[config.mk]
export PLATFORM = sky130hd
export DESIGN_NAME = exc_prio_arbiter_flat
export DESIGN_NICKNAME = d
export VERILOG_FILES = /design/src/rtl/exc_prio_arbiter_if.sv /design/src/rtl/exc_prio_arbiter.sv /design/src/flat_wrapper.sv
export SDC_FILE = /design/constraint.sdc
export NUM_CORES = 1
export LEC_CHECK = 0
export BUFFER_PORTS_ARGS = -buffer_cell sky130_fd_sc_hd__buf_2
export CAP_MARGIN = 20
export CORE_AREA = 3 3 261 263
export CTS_CLUSTER_DIAMETER = 100
export DETAILED_ROUTE_END_ITERATION = 6
export DIE_AREA = 0 0 264 266
export PLACE_DENSITY = 0.39
export SLEW_MARGIN = 15
export SYNTH_ARGS = -nofsm -noshare
export SYNTH_HDL_FRONTEND = slang
export SYNTH_SLANG_ARGS = --single-unit
[constraint.sdc]
create_clock -name clk -period 4.8 [get_ports clk]
set_input_delay 0.24 -clock clk [delete_from_list [all_inputs] [get_ports clk]]
set_output_delay 0.24 -clock clk [all_outputs]
set_load 0.01 [all_outputs]
[src/rtl/exc_prio_arbiter_if.sv]
// rtl/exc_prio_arbiter_if.sv - cause, CP0-update and fetch-redirect bundle for exc_prio_arbiter
//
// Purpose: groups everything between the memory stage, CP0 and the fetch unit
//          and the exception arbiter. The slave modport is the arbiter's side.
//          The master modport is the side of the core that drives causes and the
//          fetch handshake.
// Signals (arbiter's view):
//   in : src_req, src_code, src_refill, src_badv, src_vaddr, exc_epc,
//        int_pending, int_enable, eret, epc_in, bev, exl, iv,
//        fetch_ready, fetch_done
//   out: flush, exc_now, wr_exp, clear_exl, exp_code, epc, badvaddr_we,
//        badvaddr, new_pc, new_pc_valid
interface exc_prio_arbiter_if #(
  parameter int NUM_SRC   = 12,
  parameter int NUM_FLUSH = 4
);
  // cause requesters
  logic [NUM_SRC-1:0]    src_req;
  logic [5*NUM_SRC-1:0]  src_code;
  logic [NUM_SRC-1:0]    src_refill;
  logic [NUM_SRC-1:0]    src_badv;
  logic [32*NUM_SRC-1:0] src_vaddr;
  logic [31:0]           exc_epc;
  // interrupts, ERET and CP0 status
  logic [7:0]            int_pending;
  logic                  int_enable;
  logic                  eret;
  logic [31:0]           epc_in;
  logic                  bev;
  logic                  exl;
  logic                  iv;
  // fetch handshake
  logic                  fetch_ready;
  logic                  fetch_done;
  // arbiter outputs
  logic [NUM_FLUSH-1:0]  flush;
  logic                  exc_now;
  logic                  wr_exp;
  logic                  clear_exl;
  logic [4:0]            exp_code;
  logic [31:0]           epc;
  logic                  badvaddr_we;
  logic [31:0]           badvaddr;
  logic [31:0]           new_pc;
  logic                  new_pc_valid;

  modport master (
    output src_req, src_code, src_refill, src_badv, src_vaddr, exc_epc,
    output int_pending, int_enable, eret, epc_in, bev, exl, iv,
    output fetch_ready, fetch_done,
    input  flush, exc_now, wr_exp, clear_exl, exp_code, epc,
    input  badvaddr_we, badvaddr, new_pc, new_pc_valid
  );

  modport slave (
    input  src_req, src_code, src_refill, src_badv, src_vaddr, exc_epc,
    input  int_pending, int_enable, eret, epc_in, bev, exl, iv,
    input  fetch_ready, fetch_done,
    output flush, exc_now, wr_exp, clear_exl, exp_code, epc,
    output badvaddr_we, badvaddr, new_pc, new_pc_valid
  );
endinterface

[src/rtl/exc_prio_arbiter.sv]
// rtl/exc_prio_arbiter.sv - exception priority arbiter and redirect sequencer
//
// Purpose: in IDLE, picks interrupt > src_req[0] > ... > src_req[NUM_SRC-1] > eret.
//          The cycle after a winner is found, it pulses the CP0 update
//          (wr_exp or clear_exl, plus badvaddr_we). It also raises flush and
//          presents new_pc/new_pc_valid to fetch. flush is held until fetch has
//          taken the redirect and returned its first fetch.
// Ports:
//   clk     in   core clock
//   resetn  in   synchronous reset, active low
//   bus     slave modport of exc_prio_arbiter_if (causes, CP0 values, fetch
//           handshake in; flush, CP0 update, redirect out)
module exc_prio_arbiter #(
  parameter int          NUM_SRC   = 12,
  parameter int          NUM_FLUSH = 4,
  parameter logic [31:0] BOOT_BASE = 32'hBFC0_0200,
  parameter logic [31:0] NORM_BASE = 32'h8000_0000
) (
  input  logic                clk,
  input  logic                resetn,
  exc_prio_arbiter_if.slave   bus
);

  localparam logic [31:0] OFF_REFILL = 32'h0000_0000;
  localparam logic [31:0] OFF_GENERAL = 32'h0000_0180;
  localparam logic [31:0] OFF_INT_IV = 32'h0000_0200;

  typedef enum logic [1:0] {
    S_IDLE  = 2'd0,
    S_REDIR = 2'd1,
    S_DRAIN = 2'd2
  } state_e;

  state_e                state_q, state_d;
  logic [NUM_FLUSH-1:0]  flush_q, flush_d;
  logic                  wr_exp_q, wr_exp_d;
  logic                  clear_exl_q, clear_exl_d;
  logic [4:0]            exp_code_q, exp_code_d;
  logic [31:0]           epc_q, epc_d;
  logic                  badvaddr_we_q, badvaddr_we_d;
  logic [31:0]           badvaddr_q, badvaddr_d;
  logic [31:0]           new_pc_q, new_pc_d;
  logic                  new_pc_valid_q, new_pc_valid_d;

  // Winner selection among synchronous sources
  logic                  irq;
  logic                  sel_found;
  logic [4:0]            sel_code;
  logic [31:0]           sel_vaddr;
  logic                  sel_badv;
  logic                  sel_refill;
  logic [31:0]           vec_base;

  assign irq      = bus.int_enable & (|bus.int_pending);
  assign vec_base = bus.bev ? BOOT_BASE : NORM_BASE;

  // Scan from lowest priority upward so the last hit, the lowest index, wins.
  always_comb begin
    sel_found  = 1'b0;
    sel_code   = 5'd0;
    sel_vaddr  = 32'd0;
    sel_badv   = 1'b0;
    sel_refill = 1'b0;
    for (int i = NUM_SRC - 1; i >= 0; i--) begin
      if (bus.src_req[i]) begin
        sel_found  = 1'b1;
        sel_code   = bus.src_code[5*i +: 5];
        sel_vaddr  = bus.src_vaddr[32*i +: 32];
        sel_badv   = bus.src_badv[i];
        sel_refill = bus.src_refill[i];
      end
    end
  end

  // Next-state and registered-output logic
  always_comb begin
    state_d        = state_q;
    flush_d        = flush_q;
    wr_exp_d       = 1'b0;
    clear_exl_d    = 1'b0;
    badvaddr_we_d  = 1'b0;
    badvaddr_d     = 32'd0;
    exp_code_d     = exp_code_q;
    epc_d          = epc_q;
    new_pc_d       = new_pc_q;
    new_pc_valid_d = new_pc_valid_q;

    case (state_q)
      S_IDLE: begin
        if (irq) begin
          wr_exp_d   = 1'b1;
          exp_code_d = 5'd0;
          epc_d      = bus.exc_epc;
          new_pc_d   = vec_base + (bus.iv ? OFF_INT_IV : OFF_GENERAL);
        end else if (sel_found) begin
          wr_exp_d      = 1'b1;
          exp_code_d    = sel_code;
          epc_d         = bus.exc_epc;
          badvaddr_we_d = sel_badv;
          badvaddr_d    = sel_badv ? sel_vaddr : 32'd0;
          // A refill taken while already at EXL goes to the general vector.
          new_pc_d      = vec_base + ((sel_refill & ~bus.exl) ? OFF_REFILL : OFF_GENERAL);
        end else if (bus.eret) begin
          // ERET only clears EXL; EPC and ExcCode keep their last values.
          clear_exl_d = 1'b1;
          new_pc_d    = bus.epc_in;
        end

        if (irq | sel_found | bus.eret) begin
          flush_d        = {NUM_FLUSH{1'b1}};
          new_pc_valid_d = 1'b1;
          state_d        = S_REDIR;
        end
      end

      S_REDIR: begin
        if (bus.fetch_ready) begin
          new_pc_valid_d = 1'b0;
          // A first fetch that returns on the handshake cycle skips DRAIN.
          if (bus.fetch_done) begin
            flush_d = {NUM_FLUSH{1'b0}};
            state_d = S_IDLE;
          end else begin
            state_d = S_DRAIN;
          end
        end
      end

      S_DRAIN: begin
        if (bus.fetch_done) begin
          flush_d = {NUM_FLUSH{1'b0}};
          state_d = S_IDLE;
        end
      end

      default: begin
        state_d        = S_IDLE;
        flush_d        = {NUM_FLUSH{1'b0}};
        new_pc_valid_d = 1'b0;
      end
    endcase
  end

  always_ff @(posedge clk) begin
    if (!resetn) begin
      state_q        <= S_IDLE;
      flush_q        <= {NUM_FLUSH{1'b0}};
      wr_exp_q       <= 1'b0;
      clear_exl_q    <= 1'b0;
      exp_code_q     <= 5'd0;
      epc_q          <= 32'd0;
      badvaddr_we_q  <= 1'b0;
      badvaddr_q     <= 32'd0;
      new_pc_q       <= 32'd0;
      new_pc_valid_q <= 1'b0;
    end else begin
      state_q        <= state_d;
      flush_q        <= flush_d;
      wr_exp_q       <= wr_exp_d;
      clear_exl_q    <= clear_exl_d;
      exp_code_q     <= exp_code_d;
      epc_q          <= epc_d;
      badvaddr_we_q  <= badvaddr_we_d;
      badvaddr_q     <= badvaddr_d;
      new_pc_q       <= new_pc_d;
      new_pc_valid_q <= new_pc_valid_d;
    end
  end

  // exc_now is combinational so the memory stage can squash in the same cycle.
  assign bus.exc_now      = (state_q == S_IDLE) & (irq | (|bus.src_req) | bus.eret);
  assign bus.flush        = flush_q;
  assign bus.wr_exp       = wr_exp_q;
  assign bus.clear_exl    = clear_exl_q;
  assign bus.exp_code     = exp_code_q;
  assign bus.epc          = epc_q;
  assign bus.badvaddr_we  = badvaddr_we_q;
  assign bus.badvaddr     = badvaddr_q;
  assign bus.new_pc       = new_pc_q;
  assign bus.new_pc_valid = new_pc_valid_q;

endmodule

[src/flat_wrapper.sv]
// flat-port wrapper written by rule: the top's interface ports become plain ports
module exc_prio_arbiter_flat 
#(
  parameter int          NUM_SRC   = 12,
  parameter int          NUM_FLUSH = 4,
  parameter logic [31:0] BOOT_BASE = 32'hBFC0_0200,
  parameter logic [31:0] NORM_BASE = 32'h8000_0000
)
  (clk, resetn, bus_src_req, bus_src_code, bus_src_refill, bus_src_badv, bus_src_vaddr, bus_exc_epc, bus_int_pending, bus_int_enable, bus_eret, bus_epc_in, bus_bev, bus_exl, bus_iv, bus_fetch_ready, bus_fetch_done, bus_flush, bus_exc_now, bus_wr_exp, bus_clear_exl, bus_exp_code, bus_epc, bus_badvaddr_we, bus_badvaddr, bus_new_pc, bus_new_pc_valid);
  exc_prio_arbiter_if #(.NUM_SRC(NUM_SRC), .NUM_FLUSH(NUM_FLUSH)) bus_i ();
  input  logic clk;
  input  logic resetn;
  input wire logic [$bits(bus_i.src_req)-1:0] bus_src_req;
  input wire logic [$bits(bus_i.src_code)-1:0] bus_src_code;
  input wire logic [$bits(bus_i.src_refill)-1:0] bus_src_refill;
  input wire logic [$bits(bus_i.src_badv)-1:0] bus_src_badv;
  input wire logic [$bits(bus_i.src_vaddr)-1:0] bus_src_vaddr;
  input wire logic [$bits(bus_i.exc_epc)-1:0] bus_exc_epc;
  input wire logic [$bits(bus_i.int_pending)-1:0] bus_int_pending;
  input wire logic [$bits(bus_i.int_enable)-1:0] bus_int_enable;
  input wire logic [$bits(bus_i.eret)-1:0] bus_eret;
  input wire logic [$bits(bus_i.epc_in)-1:0] bus_epc_in;
  input wire logic [$bits(bus_i.bev)-1:0] bus_bev;
  input wire logic [$bits(bus_i.exl)-1:0] bus_exl;
  input wire logic [$bits(bus_i.iv)-1:0] bus_iv;
  input wire logic [$bits(bus_i.fetch_ready)-1:0] bus_fetch_ready;
  input wire logic [$bits(bus_i.fetch_done)-1:0] bus_fetch_done;
  output wire logic [$bits(bus_i.flush)-1:0] bus_flush;
  output wire logic [$bits(bus_i.exc_now)-1:0] bus_exc_now;
  output wire logic [$bits(bus_i.wr_exp)-1:0] bus_wr_exp;
  output wire logic [$bits(bus_i.clear_exl)-1:0] bus_clear_exl;
  output wire logic [$bits(bus_i.exp_code)-1:0] bus_exp_code;
  output wire logic [$bits(bus_i.epc)-1:0] bus_epc;
  output wire logic [$bits(bus_i.badvaddr_we)-1:0] bus_badvaddr_we;
  output wire logic [$bits(bus_i.badvaddr)-1:0] bus_badvaddr;
  output wire logic [$bits(bus_i.new_pc)-1:0] bus_new_pc;
  output wire logic [$bits(bus_i.new_pc_valid)-1:0] bus_new_pc_valid;
  assign bus_i.src_req = bus_src_req;
  assign bus_i.src_code = bus_src_code;
  assign bus_i.src_refill = bus_src_refill;
  assign bus_i.src_badv = bus_src_badv;
  assign bus_i.src_vaddr = bus_src_vaddr;
  assign bus_i.exc_epc = bus_exc_epc;
  assign bus_i.int_pending = bus_int_pending;
  assign bus_i.int_enable = bus_int_enable;
  assign bus_i.eret = bus_eret;
  assign bus_i.epc_in = bus_epc_in;
  assign bus_i.bev = bus_bev;
  assign bus_i.exl = bus_exl;
  assign bus_i.iv = bus_iv;
  assign bus_i.fetch_ready = bus_fetch_ready;
  assign bus_i.fetch_done = bus_fetch_done;
  assign bus_flush = bus_i.flush;
  assign bus_exc_now = bus_i.exc_now;
  assign bus_wr_exp = bus_i.wr_exp;
  assign bus_clear_exl = bus_i.clear_exl;
  assign bus_exp_code = bus_i.exp_code;
  assign bus_epc = bus_i.epc;
  assign bus_badvaddr_we = bus_i.badvaddr_we;
  assign bus_badvaddr = bus_i.badvaddr;
  assign bus_new_pc = bus_i.new_pc;
  assign bus_new_pc_valid = bus_i.new_pc_valid;
  exc_prio_arbiter #(.NUM_SRC(NUM_SRC), .NUM_FLUSH(NUM_FLUSH), .BOOT_BASE(BOOT_BASE), .NORM_BASE(NORM_BASE)) u_core (.clk(clk), .resetn(resetn), .bus(bus_i));
endmodule
== Yosys cells after proc, flatten, opt, wreduce, memory -nomap -nowiden ==
Cells that the tools add are included.
Word-level totals
  memories kept: 0
  memory bits (read-only): 0
  logic and storage cells: 129
  output and inout port bits: 110
  bits of input ports: 561
  register bits after elaboration: 111
  bits in latches: 0
  bits in writable memories: 0
Cells by class
  divide/modulo/power cells: 0
  add/subtract/negate cells: 2
  equality and inequality tests: 5
  $mul: 0
  bitwise operators: 13
  muxes and demuxes: 85
  shifts and indexed selects: 0
  reductions and logical operators: 14
  magnitude comparators: 0
Operators with widths (number)
  32-bit 2-to-1 mux: 17
  5-bit 2-to-1 mux: 14
  32-bit adder: 2
  1-bit 2-to-1 mux: 41
  30-bit 2-to-1 mux: 1
  4-bit 2-to-1 mux: 3
  4-bit case mux with 3 select lines: 1
  12-bit OR reduction: 1
  10-bit 2-to-1 mux: 1
  9-bit 2-to-1 mux: 1
  2-bit 2-to-1 mux: 4
  2-bit AND reduction: 4
  4-bit OR reduction: 2
  8-bit OR reduction: 1
  1-bit inverter: 6
  2-bit case mux with 3 select lines: 1
  3-bit AND reduction: 2
  5-bit OR reduction: 1
  2-bit != test (second input constant): 2
  1-bit OR: 4
  1-bit bitwise AND: 3
  1-bit case mux with 3 select lines: 1
  3-bit nonzero test: 1
  2-bit by 1-bit == test with 1-bit output (second input constant): 1
  4 further kinds: 4

== Longest topological paths before layout ==
  depth after elaboration: 17
  gate-level depth with buffers: 9
  gate-level depth less buffers: 6

== Worst setup path after synthesis ==
Ideal clock, no wire load.
  kind: in2reg
  start: input bus_int_pending[5]
  end: register u_core.badvaddr_q[21], in the netlist u_core.bus.badvaddr[21]
  setup time: 0.103 ns
  path slack: 2.693 ns
  stages on the path: 7
  arrival: 2.004 ns
  path buffers: 3
  data required time: 4.697 ns
  cell sequence: or4_4 o21a_1 buf_6 or3_4 buf_6 buf_6 a2111oi_2
Between the ends
  cells in the longest elaborated chain, start to end: 3
Ends and longest elaborated chain
  from (decl): RTL line flat_wrapper.sv:19  | input wire logic [$bits(bus_i.int_pending)-1:0] bus_int_pending;
  8-bit OR reduction: RTL line exc_prio_arbiter.sv:54  | assign irq = bus.int_enable & (|bus.int_pending);
  1-bit bitwise AND: RTL line exc_prio_arbiter.sv:54
  5-bit OR reduction (no source line)
  to (signal assigned): RTL line exc_prio_arbiter.sv:164  | badvaddr_q <= badvaddr_d;
  to (decl): RTL line exc_prio_arbiter.sv:41  | logic [31:0] badvaddr_q, badvaddr_d;
Every way passes these cells.
A chain may end at the register's enable or synchronous reset.

== Worst setup path after layout ==
  start: input bus_src_req[7]
  end: output bus_exc_now
Between the ends
  cells in the longest elaborated chain, start to end: 4
Ends and longest elaborated chain
  from (decl): RTL line flat_wrapper.sv:13  | input wire logic [$bits(bus_i.src_req)-1:0] bus_src_req;
  12-bit OR reduction: RTL line exc_prio_arbiter.sv:171  | assign bus.exc_now = (state_q == S_IDLE) & (irq | (|bus.src_req) | bus.eret);
  1-bit OR (2 in a row): RTL line exc_prio_arbiter.sv:171
  1-bit bitwise AND: RTL line exc_prio_arbiter.sv:171
  to (decl): RTL line flat_wrapper.sv:29  | output wire logic [$bits(bus_i.exc_now)-1:0] bus_exc_now;
Every way passes these cells.

==> metrics.txt <==
clock-pin slew on the worst setup and hold paths=roughly 90 ps; Hold EP=u_core.bus.new_pc[12]; CP Capture Type=primary output; hold_buf cts=0; initial antenna violation count=47; CTS tree=done; Required @ worst endpoint=around 4600 ps; drc violations=0; most common library cells after synthesis=dfxtp_1 (108), nand2_1 (98), clkbuf_1 (85); first-pass GRT wire length=slightly below 90,000 um; Initial DRT Pass Iterations=5; Arr. time, crit path=approximately 2800 ps; Initial Utilization=11.4%; Cells after DPL=between 2,000 and 2,500; power per cell area=roughly 240 nW/um^2; filler-free cell count of the finished design=between 2,000 and 2,500; PostCTS Resize Cnt=0; Post-DP HPWL=56,200 um; clk sink count=about 110; max_cap viols=0; Die W=264 um; Min-Delay Path Depth=2; Final Hold Viols=0; status=complete, no violations; max-slew violation count=0; number of global-route vias before repair=11,400; Synth area leaders=dfxtp_1 (29%), a221oi_1 (9.4%), a21oi_1 (5.4%); Core ar.=~66,000 um^2; die footprint=~70,000 um^2; Gate Count Post-Synth=968; average vias per placed instance=~4.5; main flop type after synthesis=dfxtp_1; worst-margin pin slew=roughly 900 ps; fin nets=roughly 2,100; clock buffer depth=2; GRT Residual Overflow=0; layout cell share with drive strength beyond 1=47.4%; via count=roughly 11,000; Leak=approximately 5.4 nW; Ports=approximately 670; PortBufs=670; # rows=94; Peak VDD IR=between 100 and 150 uV; Synth top area share=roughly 29%; fmax=330 MHz; DR iter-0 viols=around 660; Yosys Warn Count=0; largest net degree at the start of global routing=slightly below 70; FILL cells=approximately 7,600; FFs w/ async S/R, synth=0%; top-count cell post-synth=dfxtp_1; wirelength, routed=around 66,000 um; ANT nets after route=0; wire per inst=27.1 um; Total GRT Usage=between 10% and 20%; worst r2r dst=u_core.bus.badvaddr[14]; RSZ-0062 raised after global routing=no; library cells used by synthesis=61; GP Congestion=~0.89; htree depth=3; CTS Buf Count=9; CP Launch Type=input pin; Layout area overhead=60.7%; WS Path Type=input pin to primary output; Mapped Nets=around 1,500; hold path start=bus_epc_in[12]; leading area contributor after synthesis=dfxtp_1; Avg Synthesized Cell Area=~7.8 um^2; worst rel slew slack=between 30% and 40%; Post-CTS Setup Bufs=0; reg2reg start=u_core.state_q[1]; Period Utilization, post-route=around 63%; Clock Root Buffer=clkbuf_16; HP Class=input pin to register; Synth Register Bits=between 100 and 150; minimum clock period=around 3000 ps; area of the mapped netlist=between 7000 and 8000 um^2; Crit Path Max Fanout=28; latest clock arrival within the worst-skew pair=approximately 400 ps; final setup fails=0; FF-to-FF setup slack=2430 ps; die height=266 um; Post-synth EDFFs=0; TNS Setup=0 ps; share of synthesized area occupied by flip-flops and latches=around 29%; Reg2Reg Depth=6; post-layout util=a little under a fifth; Setup Skew=19.3 ps
## placed cells by master, fill, tap and decap left out, drive strengths merged, types with 6 or more instances in the layout
cell type,instances
a31oi,12
nor3,25
buf,695
nand3b,16
nor2b,19
o21ai,53
a221oi,81
o221ai,13
a221o,35
a21boi,32
o22ai,38
o311ai,9
dfxtp,108
a211oi,17
a21oi,81
diode,14
a22o,12
o211ai,6
a2111oi,15
nand2,98
inv,37
nand2b,8
a22oi,31
o31ai,11
clkbuf,10
nand3,22
nor2,37
## metal layers
layer / vias up / wire, um / global-route usage, %
met5: - / 94 / 0
met4: 14 / 1590 / 5.79
met3: 84 / 5400 / 5.10
met2: 691 / 33000 / 31.5
met1: 5282 / 26400 / 20.8
li1: 5012 / - / -
## stage by stage
| stage | total power [mW] | setup WS (ps) | instance area, um^2 | hold slack, ps |
|---|---|---|---|---|
| after floorplan | 1.50 | 2690 | 7510 | 373 |
| after global placement | 2.11 | 1500 | 11700 | 450 |
| after CTS | 2.97 | 1710 | 12000 | 32.3 |
| after detailed placement | 2.11 | 1490 | 11700 | 454 |
| final | 2.90 | 1770 | 12100 | 68.2 |
| after global routing | 3.06 | 1540 | 12000 | 47.0 |
## state kept, by name, summed over array words and instances, names as in the netlist, 2 cells and up
register and cells:
u_core.bus.new_pc 32, u_core.state_q 2, u_core.bus.exp_code 5, u_core.bus.epc 32, u_core.bus.badvaddr 32
## final cells by class
| cell class | instances | area (um^2) | share of cell area [%] |
|---|---|---|---|
| Multi-Input combinational cell | 715 | 4800 | 39.8 |
| Antenna cell | 14 | 35.0 | 0.290 |
| Sequential cell | 108 | 2160 | 17.9 |
| Inverter | 37 | 139 | 1.15 |
| Clock inverter | 6 | 53.8 | 0.446 |
| Timing Repair Buffer | 695 | 3560 | 29.5 |
| Tap cell | 864 | 1080 | 8.96 |
| Clock buffer | 10 | 239 | 1.98 |
## logic make-up after synthesis
family / after synthesis / synth area share [%]
buf+inv: 145 / 7.95
compound gates: 464 / 46.5
simple gates: 244 / 15.7
mux: 3 / 0.400
flops: 108 / 28.8
fa+ha+maj: 4 / 0.666
## critical path: stages
cell and delay, ps:
buf_2 330, nor4_1 580, nand4_1 520, o31ai_2 340, buf_4 230, inv_1 280, buf_2 250
## power by group
group          total, mW  switching, mW  leakage (nW)  internal [mW]
logic               1.05          0.646          4.33          0.408
registers           1.01         0.0407         0.885          0.974
clock network      0.828          0.449         0.135          0.378
## worst max-delay path by stage
stage,start,to,slack (ps)
finish,bus_src_req[7],bus_exc_now,1770
global route,bus_src_req[7],bus_exc_now,1540
CTS,bus_src_req[7],bus_exc_now,1710
detailed placement,bus_src_req[11],u_core.bus.badvaddr[0],1490
global placement,bus_src_req[11],u_core.bus.badvaddr[0],1500
floorplan,bus_int_pending[5],u_core.bus.badvaddr[21],2690
Note: power is estimated with default switching activity, not from simulation.
